==> src/rtl/lvds_tx_word_framer_pkg.sv <==
// Shared definitions for the LVDS transmit word framer: framer states,
// symbol defaults and the word-to-byte helper used when serialising a frame.
package lvds_tx_word_framer_pkg;

  localparam int SYM_W_DEF  = 8;
  localparam int WORD_W     = 32;
  localparam int WORD_BYTES = 4;

  localparam logic [7:0] TRAIN_PAT_DEF = 8'hF0;
  localparam logic [7:0] SOF_SYM_DEF   = 8'hA5;
  localparam logic [7:0] IDLE_SYM_DEF  = 8'h3C;

  // Index of the first (most significant) byte sent after SOF
  localparam logic [1:0] LAST_BYTE_IDX = 2'(WORD_BYTES - 1);

  typedef enum logic [1:0] {
    ST_TRAIN = 2'd0,
    ST_IDLE  = 2'd1,
    ST_SOF   = 2'd2,
    ST_DATA  = 2'd3
  } state_t;

  // Byte idx of a word, idx 3 being the most significant byte
  function automatic logic [7:0] word_byte(input logic [WORD_W-1:0] w, input logic [1:0] idx);
    logic [WORD_W-1:0] sh;
    sh = w >> {idx, 3'b000};
    return sh[7:0];
  endfunction

endpackage

==> src/rtl/lvds_tx_word_framer_if.sv <==
// Put-style enqueue handshake between the core and the transmit framer.
interface lvds_tx_word_framer_if;
  import lvds_tx_word_framer_pkg::*;

  logic [WORD_W-1:0] enq_tx;
  logic              EN_enq_tx;
  logic              RDY_enq_tx;

  modport master (output enq_tx, output EN_enq_tx, input RDY_enq_tx);
  modport slave  (input enq_tx, input EN_enq_tx, output RDY_enq_tx);

endinterface

==> src/rtl/lvds_tx_word_framer_fifo.sv <==
// Show-ahead word FIFO: head is visible without a read strobe, pop advances it.
// Pointers carry one extra wrap bit so full and empty are distinguishable.
module lvds_tx_word_framer_fifo
  import lvds_tx_word_framer_pkg::*;
#(
  parameter int DEPTH = 4,
  parameter int WIDTH = WORD_W
) (
  input  logic                     i_clk,
  input  logic                     i_rst_n,
  input  logic                     i_wr_en,
  input  logic [WIDTH-1:0]         i_wr_data,
  input  logic                     i_rd_en,
  output logic [WIDTH-1:0]         o_head,
  output logic                     o_full,
  output logic                     o_empty,
  output logic [$clog2(DEPTH):0]   o_count
);

  localparam int AW = $clog2(DEPTH);
  localparam logic [AW:0] PTR_ONE = (AW+1)'(1);

  logic [WIDTH-1:0] r_mem [DEPTH];
  logic [AW:0]      r_wr_ptr;
  logic [AW:0]      r_rd_ptr;
  logic             w_wr_fire;
  logic             w_rd_fire;

  assign o_full    = (r_wr_ptr[AW] != r_rd_ptr[AW]) && (r_wr_ptr[AW-1:0] == r_rd_ptr[AW-1:0]);
  assign o_empty   = (r_wr_ptr == r_rd_ptr);
  assign o_count   = r_wr_ptr - r_rd_ptr;
  assign w_wr_fire = i_wr_en && !o_full;
  assign w_rd_fire = i_rd_en && !o_empty;
  assign o_head    = r_mem[r_rd_ptr[AW-1:0]];

  // Storage write; contents need no reset since the pointers define validity
  always_ff @(posedge i_clk) begin
    if (w_wr_fire) begin
      r_mem[r_wr_ptr[AW-1:0]] <= i_wr_data;
    end
  end

  // Pointer update; a simultaneous write and pop leave the count unchanged
  always_ff @(posedge i_clk) begin
    if (!i_rst_n) begin
      r_wr_ptr <= '0;
      r_rd_ptr <= '0;
    end else begin
      if (w_wr_fire) r_wr_ptr <= r_wr_ptr + PTR_ONE;
      if (w_rd_fire) r_rd_ptr <= r_rd_ptr + PTR_ONE;
    end
  end

endmodule

==> src/rtl/lvds_tx_word_framer.sv <==
// Transmit-side LVDS link framer: sends the training pattern until the far
// end reports alignment, then SOF + 4 data bytes (MSB first) per word, or IDLE.
// A frame interrupted by alignment loss is not popped and is resent in full.
module lvds_tx_word_framer
  import lvds_tx_word_framer_pkg::*;
#(
  parameter int               SYM_W     = SYM_W_DEF,
  parameter int               DEPTH     = 4,
  parameter logic [SYM_W-1:0] TRAIN_PAT = SYM_W'(TRAIN_PAT_DEF),
  parameter logic [SYM_W-1:0] SOF_SYM   = SYM_W'(SOF_SYM_DEF),
  parameter logic [SYM_W-1:0] IDLE_SYM  = SYM_W'(IDLE_SYM_DEF)
) (
  input  logic                  CLK,
  input  logic                  RST_N,
  lvds_tx_word_framer_if.slave  enq_if,
  input  logic                  tx_align_done,
  output logic [SYM_W-1:0]      tx_data,
  output logic                  link_up,
  output logic [15:0]           words_sent
);

  localparam int AW = $clog2(DEPTH);
  localparam logic [AW:0] CNT_ONE = (AW+1)'(1);

  logic               r_sync1;
  logic               r_align_s;
  state_t             r_state;
  state_t             w_state_next;
  logic [1:0]         r_byte_idx;
  logic [1:0]         w_byte_idx_next;
  logic [SYM_W-1:0]   r_tx_data;
  logic [SYM_W-1:0]   w_tx_data_next;
  logic               r_link_up;
  logic [15:0]        r_words_sent;
  logic [15:0]        w_words_sent_next;
  logic               w_pop;
  logic               w_enq_fire;
  logic               w_more;
  logic [WORD_W-1:0]  w_head;
  logic               w_full;
  logic               w_empty;
  logic [AW:0]        w_count;

  lvds_tx_word_framer_fifo #(
    .DEPTH (DEPTH),
    .WIDTH (WORD_W)
  ) u_fifo (
    .i_clk     (CLK),
    .i_rst_n   (RST_N),
    .i_wr_en   (enq_if.EN_enq_tx),
    .i_wr_data (enq_if.enq_tx),
    .i_rd_en   (w_pop),
    .o_head    (w_head),
    .o_full    (w_full),
    .o_empty   (w_empty),
    .o_count   (w_count)
  );

  assign enq_if.RDY_enq_tx = !w_full;
  assign w_enq_fire        = enq_if.EN_enq_tx && !w_full;
  // After popping the head, another word is ready if one more is stored or arrives now
  assign w_more            = (w_count > CNT_ONE) || w_enq_fire;

  assign tx_data    = r_tx_data;
  assign link_up    = r_link_up;
  assign words_sent = r_words_sent;

  // Bring the asynchronous alignment flag into the CLK domain
  always_ff @(posedge CLK) begin
    if (!RST_N) begin
      r_sync1   <= 1'b0;
      r_align_s <= 1'b0;
    end else begin
      r_sync1   <= tx_align_done;
      r_align_s <= r_sync1;
    end
  end

  // Next state, byte index, pop/count and the symbol for the current state
  always_comb begin
    w_state_next      = r_state;
    w_byte_idx_next   = r_byte_idx;
    w_words_sent_next = r_words_sent;
    w_pop             = 1'b0;
    w_tx_data_next    = TRAIN_PAT;
    case (r_state)
      ST_TRAIN: begin
        w_tx_data_next = TRAIN_PAT;
        if (r_align_s) w_state_next = ST_IDLE;
      end
      ST_IDLE: begin
        w_tx_data_next = IDLE_SYM;
        if (!r_align_s)    w_state_next = ST_TRAIN;
        else if (!w_empty) w_state_next = ST_SOF;
      end
      ST_SOF: begin
        w_tx_data_next = SOF_SYM;
        if (!r_align_s) begin
          w_state_next = ST_TRAIN;
        end else begin
          w_state_next    = ST_DATA;
          w_byte_idx_next = LAST_BYTE_IDX;
        end
      end
      ST_DATA: begin
        w_tx_data_next = SYM_W'(word_byte(w_head, r_byte_idx));
        if (!r_align_s) begin
          // Abort keeps the head word so it is resent after re-alignment
          w_state_next = ST_TRAIN;
        end else if (r_byte_idx == 2'd0) begin
          w_pop             = 1'b1;
          w_words_sent_next = r_words_sent + 16'd1;
          w_state_next      = w_more ? ST_SOF : ST_IDLE;
        end else begin
          w_byte_idx_next = r_byte_idx - 2'd1;
        end
      end
      default: begin
        w_state_next = ST_TRAIN;
      end
    endcase
  end

  // Framer state, registered symbol output, link status and frame counter
  always_ff @(posedge CLK) begin
    if (!RST_N) begin
      r_state      <= ST_TRAIN;
      r_byte_idx   <= 2'd0;
      r_tx_data    <= TRAIN_PAT;
      r_link_up    <= 1'b0;
      r_words_sent <= 16'd0;
    end else begin
      r_state      <= w_state_next;
      r_byte_idx   <= w_byte_idx_next;
      r_tx_data    <= w_tx_data_next;
      r_link_up    <= (w_state_next != ST_TRAIN);
      r_words_sent <= w_words_sent_next;
    end
  end

endmodule

==> src/flat_wrapper.sv <==
// flat-port wrapper written by rule: the top's interface ports become plain ports
module lvds_tx_word_framer_flat import lvds_tx_word_framer_pkg::*;
#(
  parameter int               SYM_W     = SYM_W_DEF,
  parameter int               DEPTH     = 4,
  parameter logic [SYM_W-1:0] TRAIN_PAT = SYM_W'(TRAIN_PAT_DEF),
  parameter logic [SYM_W-1:0] SOF_SYM   = SYM_W'(SOF_SYM_DEF),
  parameter logic [SYM_W-1:0] IDLE_SYM  = SYM_W'(IDLE_SYM_DEF)
)
  (CLK, RST_N, tx_align_done, tx_data, link_up, words_sent, enq_if_enq_tx, enq_if_EN_enq_tx, enq_if_RDY_enq_tx);
  lvds_tx_word_framer_if enq_if_i ();
  input  logic CLK;
  input  logic RST_N;
  input  logic tx_align_done;
  output logic [SYM_W-1:0] tx_data;
  output logic link_up;
  output logic [15:0] words_sent;
  input wire logic [$bits(enq_if_i.enq_tx)-1:0] enq_if_enq_tx;
  input wire logic [$bits(enq_if_i.EN_enq_tx)-1:0] enq_if_EN_enq_tx;
  output wire logic [$bits(enq_if_i.RDY_enq_tx)-1:0] enq_if_RDY_enq_tx;
  assign enq_if_i.enq_tx = enq_if_enq_tx;
  assign enq_if_i.EN_enq_tx = enq_if_EN_enq_tx;
  assign enq_if_RDY_enq_tx = enq_if_i.RDY_enq_tx;
  lvds_tx_word_framer #(.SYM_W(SYM_W), .DEPTH(DEPTH), .TRAIN_PAT(TRAIN_PAT), .SOF_SYM(SOF_SYM), .IDLE_SYM(IDLE_SYM)) u_core (.CLK(CLK), .RST_N(RST_N), .enq_if(enq_if_i), .tx_align_done(tx_align_done), .tx_data(tx_data), .link_up(link_up), .words_sent(words_sent));
endmodule
==> config.mk <==
export PLATFORM = sky130hd
export DESIGN_NAME = lvds_tx_word_framer_flat
export DESIGN_NICKNAME = d
export VERILOG_FILES = /design/src/rtl/lvds_tx_word_framer_pkg.sv /design/src/rtl/lvds_tx_word_framer_if.sv /design/src/rtl/lvds_tx_word_framer_fifo.sv /design/src/rtl/lvds_tx_word_framer.sv /design/src/flat_wrapper.sv
export SDC_FILE = /design/constraint.sdc
export NUM_CORES = 1
export LEC_CHECK = 0
export BUFFER_PORTS_ARGS = -buffer_cell sky130_fd_sc_hd__buf_4
export CORE_ASPECT_RATIO = 0.75
export CORE_MARGIN = 2
export CORE_UTILIZATION = 53
export CTS_CLUSTER_SIZE = 25
export DETAILED_ROUTE_END_ITERATION = 12
export PLACE_DENSITY = 0.8
export REMOVE_ABC_BUFFERS = 1
export SETUP_SLACK_MARGIN = 0.2
export SYNTH_ARGS = -nofsm -noshare
export SYNTH_HDL_FRONTEND = slang
export SYNTH_HIERARCHICAL = 1
export SYNTH_SLANG_ARGS = --single-unit
==> constraint.sdc <==
create_clock -name CLK -period 2.2 [get_ports CLK]
set_input_delay 0.44 -clock CLK [delete_from_list [all_inputs] [get_ports CLK]]
set_output_delay 0.44 -clock CLK [all_outputs]
set_load 0.005 [all_outputs]
==> qor.csv <==
metric,value,unit
Synth Instances,384,
setup violators final,0,
Post-CTS Hold Fix Bufs,0,
Peak VDD IR,0.000717,V
Yosys warnings,6,
"Req. time, crit path",2490,ps
Final nets,517,
FMAX,508,MHz
max incr delay on CP,510,ps
H-tree Lvls,4,
vias in the first global route,3794,
Area Growth Syn to Fin,22.8,%
n_diodes,0,
fin crit period,1970,ps
CP Data Arrival Time,2260,ps
Reg2Reg Capture Point,u_core/tx_data[5],
dpl hpwl,7.70,mm
share of cells above drive strength 1,0.357,
total gr overflow,0,
starting density of the core,0.544,
Placer Congestion,0.786,
die area,13500,sq um
initial antenna violation count,0,
Clock Sinks,167,
Crit-path slowest cell,mux4_2,
final setup margin,230,ps
peak fanout along the critical path,9,
first-pass GRT wire length,20.1,mm
PD cells,905,nW/um^2
Vias/cell,5.72,
flop-to-flop setup slack,230,ps
I/O pin count,62,
Tot Pwr,7.41,mW
CTS tree,yes,
clock latency on the worst-skew pair,420,ps
GR Util All Layers,0.202,
max-cap viol count,0,
port bufs,61,
Avg Inst Size Synth,17.4,sq um
Final Hold Vio Count,0,
Die X,134,microns
mapped cell area,6670,sq um
total CTS buffers,17,
cell depth of the worst flop-to-flop path,4,
Setup crit end kind,register,
pre-CTS setup slack,193,ps
WL/cell,20.0,microns
"Reg clk slew, reported paths",60,ps
critical path capture point,u_core/tx_data[5],
Detail Route Antenna Nets,0,
DP Area,7430,sq um
# fillers,803,
final wirelength,13.0,mm
Worst Path Buf+Inv,1,
Worst Skew,8.35,ps
first-iteration detailed-routing DRC count,330,
largest net degree at the start of global routing,33,
worst min-delay path class,in2reg,
CP Launch Type,register,
critical path depth,4,
slew of the pin with the lowest slew margin,399,ps
vias after detailed routing,3719,
clk buf depth,2,
Rows,35,
root buf cell,clkbuf_16,
RSZ-0062 raised after global routing,true,
DR pass1 iterations,5,
design area,8190,sq um
"Period Utilization, post-route",0.895,
Max-slew headroom,0.732,
# DRC,0,
most frequent CP cell,mux4_2,
WS Path Type,reg2reg,
critical path cell sequence,buf_12 > mux4_2 > mux4_2 > or3_1,
Die Ht,101,microns
leakage,2.77,nW
status,"finished, final reports clean",
max-slew violation count,0,
Core ar.,12300,sq um
Worst path top cell family by delay,multiplexers,
repair_timing:
action	CTS	global route
setup endpoints to repair	7	10
pin swaps	0	5
setup buffers	0	7
resized for setup	6	13
gates cloned	0	1
layout make-up:
class	instances	area (sq um)	area share
clock buffer	19	433	0.0529
clock inverter	13	155	0.0189
inverter	17	63.8	0.00779
multi-input combinational	184	1950	0.238
sequential	167	4640	0.566
tap	166	208	0.0254
timing repair buffer	84	748	0.0914
stage by stage:
stage	hold WS (ps)	cells	setup TNS [ps]	util
final	224	650	0	0.668
after global placement	409	610	0	0.606
after detailed placement	440	610	0	0.606
after global routing	210	650	0	0.668
after CTS	210	642	0	0.656
after floorplan	406	368	-38090	-
placed cells by master (no fill, tap or decap), drive strengths merged, types with 2 or more instances in the layout:
master / count
nand4b: 2
a21o: 2
nor2: 16
edfxtp: 128
bufinv: 3
nor3b: 2
nand4: 8
and3b: 2
xor2: 4
and2: 7
and3: 2
mux4: 40
o21ai: 7
inv: 16
xnor2: 8
a31o: 2
dfxtp: 39
or4b: 2
clkinv: 5
nor3: 2
clkbuf: 20
nand3: 10
nand3b: 3
clkinvlp: 6
or3: 7
a21oi: 11
ha: 9
nor2b: 2
buf: 83
o311ai: 2
nand2: 19
worst min-delay path by stage:
stage	start	end	slack, ps	depth (start not counted)
CTS	enq_if_enq_tx[19]	u_core/u_fifo/r_mem[2][19]	210	1
floorplan	u_core/r_sync1	u_core/r_align_s	410	1
global route	enq_if_enq_tx[26]	u_core/u_fifo/r_mem[0][26]	210	1
global placement	u_core/r_sync1	u_core/r_align_s	410	1
finish	enq_if_enq_tx[19]	u_core/u_fifo/r_mem[2][19]	220	1
detailed placement	u_core/r_sync1	u_core/r_align_s	440	1
routing by layer:
layer | global-route usage | up-vias | wire length, microns
met5 | 0 | - | 0
met4 | 0.0687 | 0 | 208
met3 | 0.0546 | 20 | 711
met2 | 0.335 | 125 | 6420
met1 | 0.263 | 1882 | 5630
li1 | - | 1692 | -
power by group:
part / leakage, nW / internal (mW) / switching [mW]
Combinational: 1.02 / 0.309 / 0.379
Clock: 0.264 / 1.78 / 1.17
Sequential: 1.49 / 3.70 / 0.0786
flip-flops by register name (all words and copies together) (netlist names), named ones only:
name,flops
u_core/r_align_s,1
u_core/u_fifo/r_mem,128
u_core/r_byte_idx,2
u_core/u_fifo/r_wr_ptr,3
u_core/tx_data,8
u_core/r_state,2
u_core/u_fifo/r_rd_ptr,3
u_core/r_sync1,1
u_core/link_up,1
u_core/words_sent,16
worst register-to-register path, delay by kind of cell (launching register included):
kind          cells  cell delay [ps]
buf+inv           1              150
flops             1              400
mux               2              980
simple gates      1              320
Note: power is estimated with default switching activity, not from simulation.
